### src/rtl/hazard_pkg.sv
// Shared types and helpers for the decode-side hazard unit.
package hazard_pkg;

  // Storage widths for the scoreboard entry fields. The entry struct is
  // shared by every instance, so it is sized for the widest supported
  // register number and stage index; modules zero-extend into it.
  localparam int REG_BITS_MAX   = 8;
  localparam int STAGE_BITS_MAX = 8;

  // Forward select meaning "read the register file".
  localparam int FWD_REGFILE = 0;

  // One in-flight register write: which register it targets and the first
  // back-end stage at which its result can be forwarded.
  typedef struct packed {
    logic                      valid;
    logic [REG_BITS_MAX-1:0]   regnum;
    logic [STAGE_BITS_MAX-1:0] ready;
  } sb_entry_t;

  // Width of a forward select able to name regfile (0) or stage 1..depth.
  function automatic int fwd_sel_bits(input int depth);
    return $clog2(depth + 1);
  endfunction

endpackage

### src/rtl/hazard_src_check.sv
// Per-operand dependency check: finds the youngest in-flight producer of a
// source register and decides between forwarding from its stage or
// declaring a hazard that must stall decode.
module hazard_src_check
  import hazard_pkg::*;
#(
  parameter int REG_BITS   = 5,
  parameter int DEPTH      = 3,
  parameter bit FORWARD_EN = 1'b1,
  parameter int FS         = fwd_sel_bits(DEPTH)
) (
  input  logic [REG_BITS-1:0] src_i,
  input  logic                used_i,
  input  sb_entry_t [DEPTH:1] sb_i,
  output logic                hazard_o,
  output logic [FS-1:0]       fwd_o
);

  logic [REG_BITS_MAX-1:0] src_ext;

  // Widen the source register to the stored entry field width.
  always_comb begin
    src_ext = REG_BITS_MAX'(src_i);
  end

  // Priority search from stage 1 upward: the first match is the youngest
  // producer, so older writers of the same register are ignored.
  always_comb begin
    logic found;
    found    = 1'b0;
    hazard_o = 1'b0;
    fwd_o    = FS'(FWD_REGFILE);
    if (used_i && (src_i != '0)) begin
      for (int k = 1; k <= DEPTH; k++) begin
        if (!found && sb_i[k].valid && (sb_i[k].regnum == src_ext)) begin
          found = 1'b1;
          if (FORWARD_EN && (k >= int'(sb_i[k].ready))) begin
            fwd_o = FS'(k);
          end else begin
            hazard_o = 1'b1;
          end
        end
      end
    end
  end

endmodule

### src/rtl/hazard_scoreboard.sv
// Decode-side hazard unit for a DEPTH-stage back end. A shift register
// follows every in-flight register write; each source operand gets a
// forward select, or decode stalls and a bubble enters the pipe.
//
// stall is a plain hold request to PC and IF/DE, not a valid/ready
// handshake: the scoreboard itself always advances one stage per clock,
// and nothing here depends on another unit's stall.
module hazard_scoreboard
  import hazard_pkg::*;
#(
  parameter int REG_BITS   = 5,
  parameter int DEPTH      = 3,
  parameter int ALU_READY  = 1,
  parameter int LOAD_READY = 2,
  parameter bit FORWARD_EN = 1'b1,
  parameter int FS         = fwd_sel_bits(DEPTH)
) (
  input  logic                clk,
  input  logic                reset,
  input  logic                dec_valid,
  input  logic [REG_BITS-1:0] rs,
  input  logic [REG_BITS-1:0] rt,
  input  logic                rs_used,
  input  logic                rt_used,
  input  logic                dec_regwrite,
  input  logic [REG_BITS-1:0] dec_wr_regnum,
  input  logic                dec_is_load,
  input  logic                flush,
  output logic                stall,
  output logic [FS-1:0]       fwd_a,
  output logic [FS-1:0]       fwd_b,
  output logic [31:0]         stall_count,
  output logic [FS-1:0]       occupancy
);

  sb_entry_t [DEPTH:1] sb_q, sb_d;
  sb_entry_t           new_entry;
  logic [31:0]         stall_count_q, stall_count_d;
  logic                haz_a, haz_b;
  logic [FS-1:0]       fwd_a_raw, fwd_b_raw;
  logic                issue;

  hazard_src_check #(
    .REG_BITS  (REG_BITS),
    .DEPTH     (DEPTH),
    .FORWARD_EN(FORWARD_EN),
    .FS        (FS)
  ) u_chk_rs (
    .src_i   (rs),
    .used_i  (rs_used),
    .sb_i    (sb_q),
    .hazard_o(haz_a),
    .fwd_o   (fwd_a_raw)
  );

  hazard_src_check #(
    .REG_BITS  (REG_BITS),
    .DEPTH     (DEPTH),
    .FORWARD_EN(FORWARD_EN),
    .FS        (FS)
  ) u_chk_rt (
    .src_i   (rt),
    .used_i  (rt_used),
    .sb_i    (sb_q),
    .hazard_o(haz_b),
    .fwd_o   (fwd_b_raw)
  );

  // Stall combine: a flush squashes decode, so it overrides any hazard.
  always_comb begin
    stall = dec_valid && !flush && (haz_a || haz_b);
    issue = dec_valid && !flush && !(haz_a || haz_b);
  end

  // Forward selects are only meaningful for an instruction that is moving.
  always_comb begin
    fwd_a = FS'(FWD_REGFILE);
    fwd_b = FS'(FWD_REGFILE);
    if (dec_valid && !stall) begin
      fwd_a = fwd_a_raw;
      fwd_b = fwd_b_raw;
    end
  end

  // Build the entry for the decode instruction; r0 writes are not tracked.
  always_comb begin
    new_entry = '0;
    if (dec_regwrite && (dec_wr_regnum != '0)) begin
      new_entry.valid  = 1'b1;
      new_entry.regnum = REG_BITS_MAX'(dec_wr_regnum);
      new_entry.ready  = dec_is_load ? STAGE_BITS_MAX'(LOAD_READY)
                                     : STAGE_BITS_MAX'(ALU_READY);
    end
  end

  // Next scoreboard: everything advances; stage 1 takes the issued
  // instruction or a bubble, the last stage retires.
  always_comb begin
    sb_d    = '0;
    sb_d[1] = issue ? new_entry : '0;
    for (int k = 2; k <= DEPTH; k++) begin
      sb_d[k] = sb_q[k-1];
    end
  end

  // Saturating count of stall cycles.
  always_comb begin
    stall_count_d = stall_count_q;
    if (stall && (stall_count_q != 32'hFFFF_FFFF)) begin
      stall_count_d = stall_count_q + 32'd1;
    end
  end

  // Number of valid writing entries currently in flight.
  always_comb begin
    occupancy = '0;
    for (int k = 1; k <= DEPTH; k++) begin
      occupancy = occupancy + FS'(sb_q[k].valid);
    end
  end

  // State registers, cleared asynchronously.
  always_ff @(posedge clk or posedge reset) begin
    if (reset) begin
      sb_q          <= '0;
      stall_count_q <= '0;
    end else begin
      sb_q          <= sb_d;
      stall_count_q <= stall_count_d;
    end
  end

  assign stall_count = stall_count_q;

endmodule
### config.mk
export PLATFORM = sky130hd
export DESIGN_NAME = hazard_scoreboard
export DESIGN_NICKNAME = d
export VERILOG_FILES = /design/src/rtl/hazard_pkg.sv /design/src/rtl/hazard_src_check.sv /design/src/rtl/hazard_scoreboard.sv
export SDC_FILE = /design/constraint.sdc
export NUM_CORES = 1
export LEC_CHECK = 0
export CAP_MARGIN = 20
export CELL_PAD_IN_SITES_DETAIL_PLACEMENT = 0
export CELL_PAD_IN_SITES_GLOBAL_PLACEMENT = 1
export CORE_MARGIN = 2
export CORE_UTILIZATION = 35
export DETAILED_ROUTE_END_ITERATION = 10
export HOLD_SLACK_MARGIN = 0.08
export PLACE_DENSITY_LB_ADDON = 0.05
export SLEW_MARGIN = 20
export SYNTH_ARGS = -nofsm -noshare
export SYNTH_HDL_FRONTEND = slang
export SYNTH_SLANG_ARGS = --single-unit
### constraint.sdc
create_clock -name clk -period 2.35 [get_ports clk]
set_input_delay 0.47 -clock clk [delete_from_list [all_inputs] [get_ports clk]]
set_output_delay 0.47 -clock clk [all_outputs]
set_load 0.02 [all_outputs]
# [Word-level counts from Yosys, hierarchy flattened]
# Cells that the tools add are included.
[op_classes] n_addsub=3 reduce_logical=29 n_lt_le_gt_ge=3 mux=39 n_eq_ne=7
[op_table] cell="8-bit by 5-bit == test with 1-bit output" count=6
[op_table] cell="17-bit two-way mux" count=2
[op_table] cell="32-bit by 1-bit adder with 32-bit output (second input constant)" count=1
[op_table] cell="32-bit inequality test (second input constant)" count=1
[op_table] cell="2-bit two-way mux" count=14
[op_table] cell="1-bit two-way mux" count=23
[op_table] cell="1-bit logical AND" count=18
[op_table] cell="2-bit by 8-bit >= comparator with 1-bit output (first input constant)" count=2
[op_table] cell="5-bit nonzero test" count=3
[op_table] cell="1-bit by 8-bit >= comparator with 1-bit output (first input constant)" count=1
[op_table] cell="1-bit logical NOT" count=7
[op_table] cell="1-bit by 1-bit adder with 2-bit output" count=1
[op_table] cell="2-bit by 1-bit adder with 2-bit output" count=1
[op_table] cell="1-bit logical OR" count=1
[totals] out_inout_bits=39 in_bits=23 reg_bits=83 elab_cells=91

# [Depth between registers and ports, before layout]
[depth] word_depth=19 mapped_depth=9 mapped_depth_nobuf=8

# [Modules after synthesis]
# A second synthesis with hierarchy kept.
[unflattened] hier_cells=285 hier_area_um2=3146.8
[modules_own_cells] mod="hazard_scoreboard" area_per_inst_um2=2368.5 instances=1 cells_each=197 seq_area_each_um2=1401.3
[modules_own_cells] mod="hazard_src_check" area_per_inst_um2=389.1 instances=2 cells_each=44 seq_area_each_um2=0.0

# [Least setup slack after synthesis]
# No wires, ideal clock.
[synth_timing] path_kind="input to output" start="in rs[0]" end="out fwd_b[1]" slack_ps=-451 arrival_ps=2331 stages=8 required_ps=1880 n_path_buf=0 path_cell_list="xor2_1 > nor4_1 > and3_2 > mux2i_1 > o22a_1 > o21ai_0 > or2_2 > nor3_1"
[synth_between] elab_chain_cells=19 word_cells_on_any_way=27 cone_classes="3 x eq/ne; 11 x mux; 13 x reduce/logical"
[synth_rtl] item="from (decl)" line_no="hazard_scoreboard.sv:21" text="input logic [REG_BITS-1:0] rs,"
[synth_rtl] item="8-bit by 5-bit == test with 1-bit output" line_no="hazard_src_check.sv:35" text="if (!found && sb_i[k].valid && (sb_i[k].regnum == src_ext)) begin"
[synth_rtl] item="1-bit logical AND" line_no="hazard_src_check.sv:35"
[synth_rtl] item="1-bit two-way mux" line_no="hazard_src_check.sv:35"
[synth_rtl] item="1-bit two-way mux" line_no="hazard_src_check.sv:33" text="if (used_i && (src_i != '0)) begin"
[synth_rtl] item="1-bit logical NOT" line_no="hazard_src_check.sv:35"
[synth_rtl] item="1-bit logical AND (2 in a row)" line_no="hazard_src_check.sv:35"
[synth_rtl] item="1-bit two-way mux" line_no="hazard_src_check.sv:35"
[synth_rtl] item="1-bit two-way mux" line_no="hazard_src_check.sv:33"
[synth_rtl] item="1-bit logical NOT" line_no="hazard_src_check.sv:35"
[synth_rtl] item="1-bit logical AND (2 in a row)" line_no="hazard_src_check.sv:35"
[synth_rtl] item="1-bit two-way mux" line_no="hazard_src_check.sv:35"
[synth_rtl] item="1-bit two-way mux (*)" line_no="hazard_src_check.sv:33"
[synth_rtl] item="1-bit logical OR (*)" line_no="hazard_scoreboard.sv:71" text="stall = dec_valid && !flush && (haz_a || haz_b);"
[synth_rtl] item="1-bit logical AND (*)" line_no="hazard_scoreboard.sv:71"
[synth_rtl] item="1-bit logical NOT (*)" line_no="hazard_scoreboard.sv:79" text="if (dec_valid && !stall) begin"
[synth_rtl] item="1-bit logical AND (*)" line_no="hazard_scoreboard.sv:79"
[synth_rtl] item="2-bit two-way mux (*)" line_no="hazard_scoreboard.sv:79"
[synth_rtl] item="to (decl)" line_no="hazard_scoreboard.sv:31" text="output logic [FS-1:0] fwd_b,"
# Mark *: on every way between the ends. The rest lies on a longest branch, timed or not. The select of a mux whose other input is x is not followed.

# [Worst setup path in the final report]
[layout_timing] start="reg sb_q, in the netlist sb_d[27]" end="out fwd_a[1]"
[layout_between] elab_chain_cells=19 word_cells_on_any_way=45 cone_classes="2 x eq/ne; 25 x mux; 18 x reduce/logical"
[layout_rtl] item="from (decl)" line_no="hazard_scoreboard.sv:36" text="sb_entry_t [DEPTH:1] sb_q, sb_d;"
[layout_rtl] item="from (signal assigned)" line_no="hazard_scoreboard.sv:125" text="sb_q <= '0;"
[layout_rtl] item="from (signal assigned)" line_no="hazard_scoreboard.sv:128" text="sb_q <= sb_d;"
[layout_rtl] item="8-bit by 5-bit == test with 1-bit output" line_no="hazard_src_check.sv:35"
[layout_rtl] item="1-bit logical AND" line_no="hazard_src_check.sv:35"
[layout_rtl] item="1-bit two-way mux" line_no="hazard_src_check.sv:35"
[layout_rtl] item="1-bit two-way mux" line_no="hazard_src_check.sv:33"
[layout_rtl] item="1-bit logical NOT" line_no="hazard_src_check.sv:35"
[layout_rtl] item="1-bit logical AND (2 in a row)" line_no="hazard_src_check.sv:35"
[layout_rtl] item="1-bit two-way mux" line_no="hazard_src_check.sv:35"
[layout_rtl] item="1-bit two-way mux" line_no="hazard_src_check.sv:33"
[layout_rtl] item="1-bit logical NOT" line_no="hazard_src_check.sv:35"
[layout_rtl] item="1-bit logical AND (2 in a row)" line_no="hazard_src_check.sv:35"
[layout_rtl] item="1-bit two-way mux" line_no="hazard_src_check.sv:35"
[layout_rtl] item="1-bit two-way mux" line_no="hazard_src_check.sv:33"
[layout_rtl] item="1-bit logical OR" line_no="hazard_scoreboard.sv:71"
[layout_rtl] item="1-bit logical AND" line_no="hazard_scoreboard.sv:71"
[layout_rtl] item="1-bit logical NOT" line_no="hazard_scoreboard.sv:79"
[layout_rtl] item="1-bit logical AND" line_no="hazard_scoreboard.sv:79"
[layout_rtl] item="2-bit two-way mux (*)" line_no="hazard_scoreboard.sv:79"
[layout_rtl] item="to (decl)" line_no="hazard_scoreboard.sv:30" text="output logic [FS-1:0] fwd_a,"
# Marks and branches as above.

==> flow_summary_export.csv <==
group,metric,value,unit
floorplanning,ios,62,
timing,rsz0062_at_grt,"yes",
yosys,ys_seq_area_share,50.63,%
global_routing,grt_pass1_wl,11.27,mm
routing,vias_per_cell,4.716,
worst_setup_path,cp-start-kind,"flop",
place,place_congestion,0.7531,
timing,fmax,0.3363,GHz
global_routing,globalRoute.totalOverflow,0,
global_routing,use_met1,23.84,%
floorplanning,start_util,36.41,%
yosys,synth_top_family_by_area,"simple AND/OR/NAND/NOR gates",
yosys,ys_ff_latch,54,
clocking,clockBufferDepth,2,
global_routing,grt_start_max_net_pins,55,
place,dp_hpwl,4.889,mm
hold_path,hold_class,"flop to flop",
place,io_buffers,61,
timing,finalSetupTns,-6.234,ns
place,dp_slack,-1.348,ns
power_and_ir_drop,peakVddDrop,0.2246,mV
clocking,clk_pin_slew,0.09,ns
timing,tightest_slew,0.5814,ns
final_layout,nets,386,
timing,skew,0.01145,ns
clocking,cts_tree,"yes",
timing,finalWorstSetupSlack,-0.6235,ns
clocking,cts_buffers,5,
place,dpl_cell_area,0.003766,mm2
power_and_ir_drop,power,1664,uW
power_and_ir_drop,p_leak,0.001988,uW
run_status,status,"complete, but fails checks",
floorplanning,coreArea,0.007331,mm2
clocking,cts.sink_count,54,
worst_setup_path,critical_path_class,"flop to output pin",
yosys,ys_top_cells_by_area,"dfrtp_1 (51%), xnor2_1 (13%), xor2_1 (6.2%), nand3_1 (3.6%), nand4_1 (3.3%)",
yosys,yosys.area_share.simple,21.47,%
global_routing,met2_usage,26.79,%
final_layout,drive_gt1_share,32.87,%
timing,drv_slew,0,
floorplanning,dieArea,0.008339,mm2
yosys,synth_top_area_share,50.63,%
routing,totalWireLength,6.630,mm
yosys,synth_area,0.002669,mm2
hold_path,min_from,"sb_d[17]",
global_routing,gr-max-usage-layer,"met2",
routing,ant_nets,0,
clocking,ctsHtreeMaxLevel,2,
yosys,synth.area.mux_share,2.016,%
yosys,yosys.cell_types.count,33,
global_routing,track_usage,16.97,%
yosys,ys_warn_count,0,
global_routing,grt_pass1_vias,2306,
yosys,netlist_instances,243,
final_layout,post-route-util,58.54,%
yosys,avgSynthCellArea,10.98,um2
worst_setup_path,crit_arrival,2.50,ns
final_layout,syn_to_final_growth,60.81,%
yosys,synth_top_area_cell,"dfrtp_1",
yosys,synth_xor_area_share,19.69,%
global_routing,antenna_found_initial,0,
clocking,root_buffer,"clkbuf_8",
routing,dr.pass1.iters,4,
clocking,clk_latency,0.31,ns
timing,relSlewSlack,61.10,%
routing,vias,2174,
worst_setup_path,cp_max_fo,3,
routing,wl_per_cell,14.38,um
timing,hold_violations,0,
yosys,synth_compound_area_share,3.657,%
worst_setup_path,r2r_start,"sb_d[27]",
final_layout,fill_cells,648,
yosys,synthAdderAreaFrac,1.219,%
routing,drc,0,
worst_setup_path,cp-startpoint,"sb_d[27]",
worst_setup_path,required,1.88,ns
final_layout,diodes,0,
final_layout,stdcell_area,0.004292,mm2
power_and_ir_drop,p_per_area,387.8,mW/mm2
yosys,synth_nets,268,
run,maxCapViolCount,0,
timing,setup_violations,34,
floorplanning,die_w,91.32,um
timing,finalCritPeriodShare,126.5,%
worst_setup_path,critPathCaptureType,"output pin",
global_routing,grtUsageMet3,3.485,%
run_status,violations,"negative setup slack",
timing,min_period,2.973,ns
floorplanning,num_rows,31,
routing,drt_iter0_markers,96,
floorplanning,die_h,91.32,um
worst paths after layout:
path | end | slack (ns) | cells after the start
worst min register to register | sb_d[34] | 0.36 | 0
worst max-delay path | fwd_a[1] | -0.62 | 9
worst min-delay path | sb_d[34] | 0.36 | 0
max in group asynchronous | stall_count[14] | 1.56 | 3
min in group asynchronous | stall_count[28] | 0.54 | 3
worst max register to register | stall_count[31] | -0.21 | 11
cell families after synthesis:
logic type,after synthesis
compound gates,10
mux,5
xor+xnor,60
flops,54
buf+inv,9
fa+ha+maj,2
simple gates,103
metal layers:
metal	share of wire [%]	vias to the layer above	routed length, um
met5	0	-	0
met4	1.0	0	68
met3	3.7	5	242
met2	48	36	3191
met1	47	1044	3128
li1	-	1089	-
cells in the mapped netlist (all sizes together):
cell type and count:
a21boi 2, inv 5, xor2 19, o21ai 2, nor2b 2, clkbuf 3, xnor2 41, mux2i 2
dfrtp 54, nor4 5, buf 1, nand2 14, or2 2, nand3 19, o2111a 1, nand4b 2
mux2 3, or3 1, or4 3, nand4 14, and3 12, ha 1, o21a 2, a2111oi 1
fa 1, o22a 1, and2 10, nand2b 1, nor3 6, nor2 9, and4 3, o32a 1
where the power goes:
group	switching [uW]	internal (uW)	total, uW	leakage (uW)
sequential	10.4	939	950	0.000748
clock	299	239	538	0.0000482
combinational	81.8	95.1	177	0.00119
registers in the layout (all words and copies together) (netlist names):
| register | cells |
|---|---|
| sb_q | 6 |
| sb_d | 16 |
| stall_count | 32 |
layout by cell type, fill, tap and decap left out, types with 3 or more instances in the layout:
cell type / n
nand2_1: 6
nand2_4: 6
xnor2_2: 9
nand3_1: 10
and2_1: 9
clkbuf_8: 6
nand4_1: 14
inv_1: 4
nor2_1: 5
and3_1: 10
nor4_1: 4
buf_12: 3
xnor2_1: 32
dfrtp_1: 54
or4_1: 3
buf_4: 38
buf_6: 18
nand3_2: 3
nor3_4: 4
nand3_4: 6
dlygate4sd2_1: 10
xor2_1: 19
clkdlybuf4s50_1: 45
worst max-delay path: stages (launching register included):
cell	delay [ns]
dfrtp_1	0.42
xor2_1	0.16
nor4_1	0.26
and3_2	0.24
mux2i_2	0.24
o22a_1	0.22
o21ai_2	0.08
or2_4	0.27
nor3_4	0.17
buf_6	0.14
what timing repair did:
item                       4_1_cts  5_1_grt
pin swaps                       25       30
setup endpoints to repair       45       44
hold endpoints to repair         0        0
cloned                           2        0
hold buffers                     0        0
resized for setup               70       49
setup buffers                   11        4
cell type report:
| class | count | area [um2] | share of cell area, % |
|---|---|---|---|
| Multi-Input combinational cell | 180 | 1610 | 37.52 |
| Clock buffer | 7 | 86.33 | 2.012 |
| Tap cell | 99 | 123.9 | 2.886 |
| Clock inverter | 1 | 5.005 | 0.1166 |
| Timing Repair Buffer | 115 | 1096 | 25.54 |
| Sequential cell | 54 | 1351 | 31.49 |
| Inverter | 5 | 18.77 | 0.4373 |
per-stage QoR:
step	hold WS, ns	std cells
floorplan	0.3312	243
global placement	0.3335	441
detailed placement	0.3347	441
CTS	0.3568	460
global route	0.3651	461
finish	0.3550	461
No activity file was read; power rests on OpenSTA's default activity.
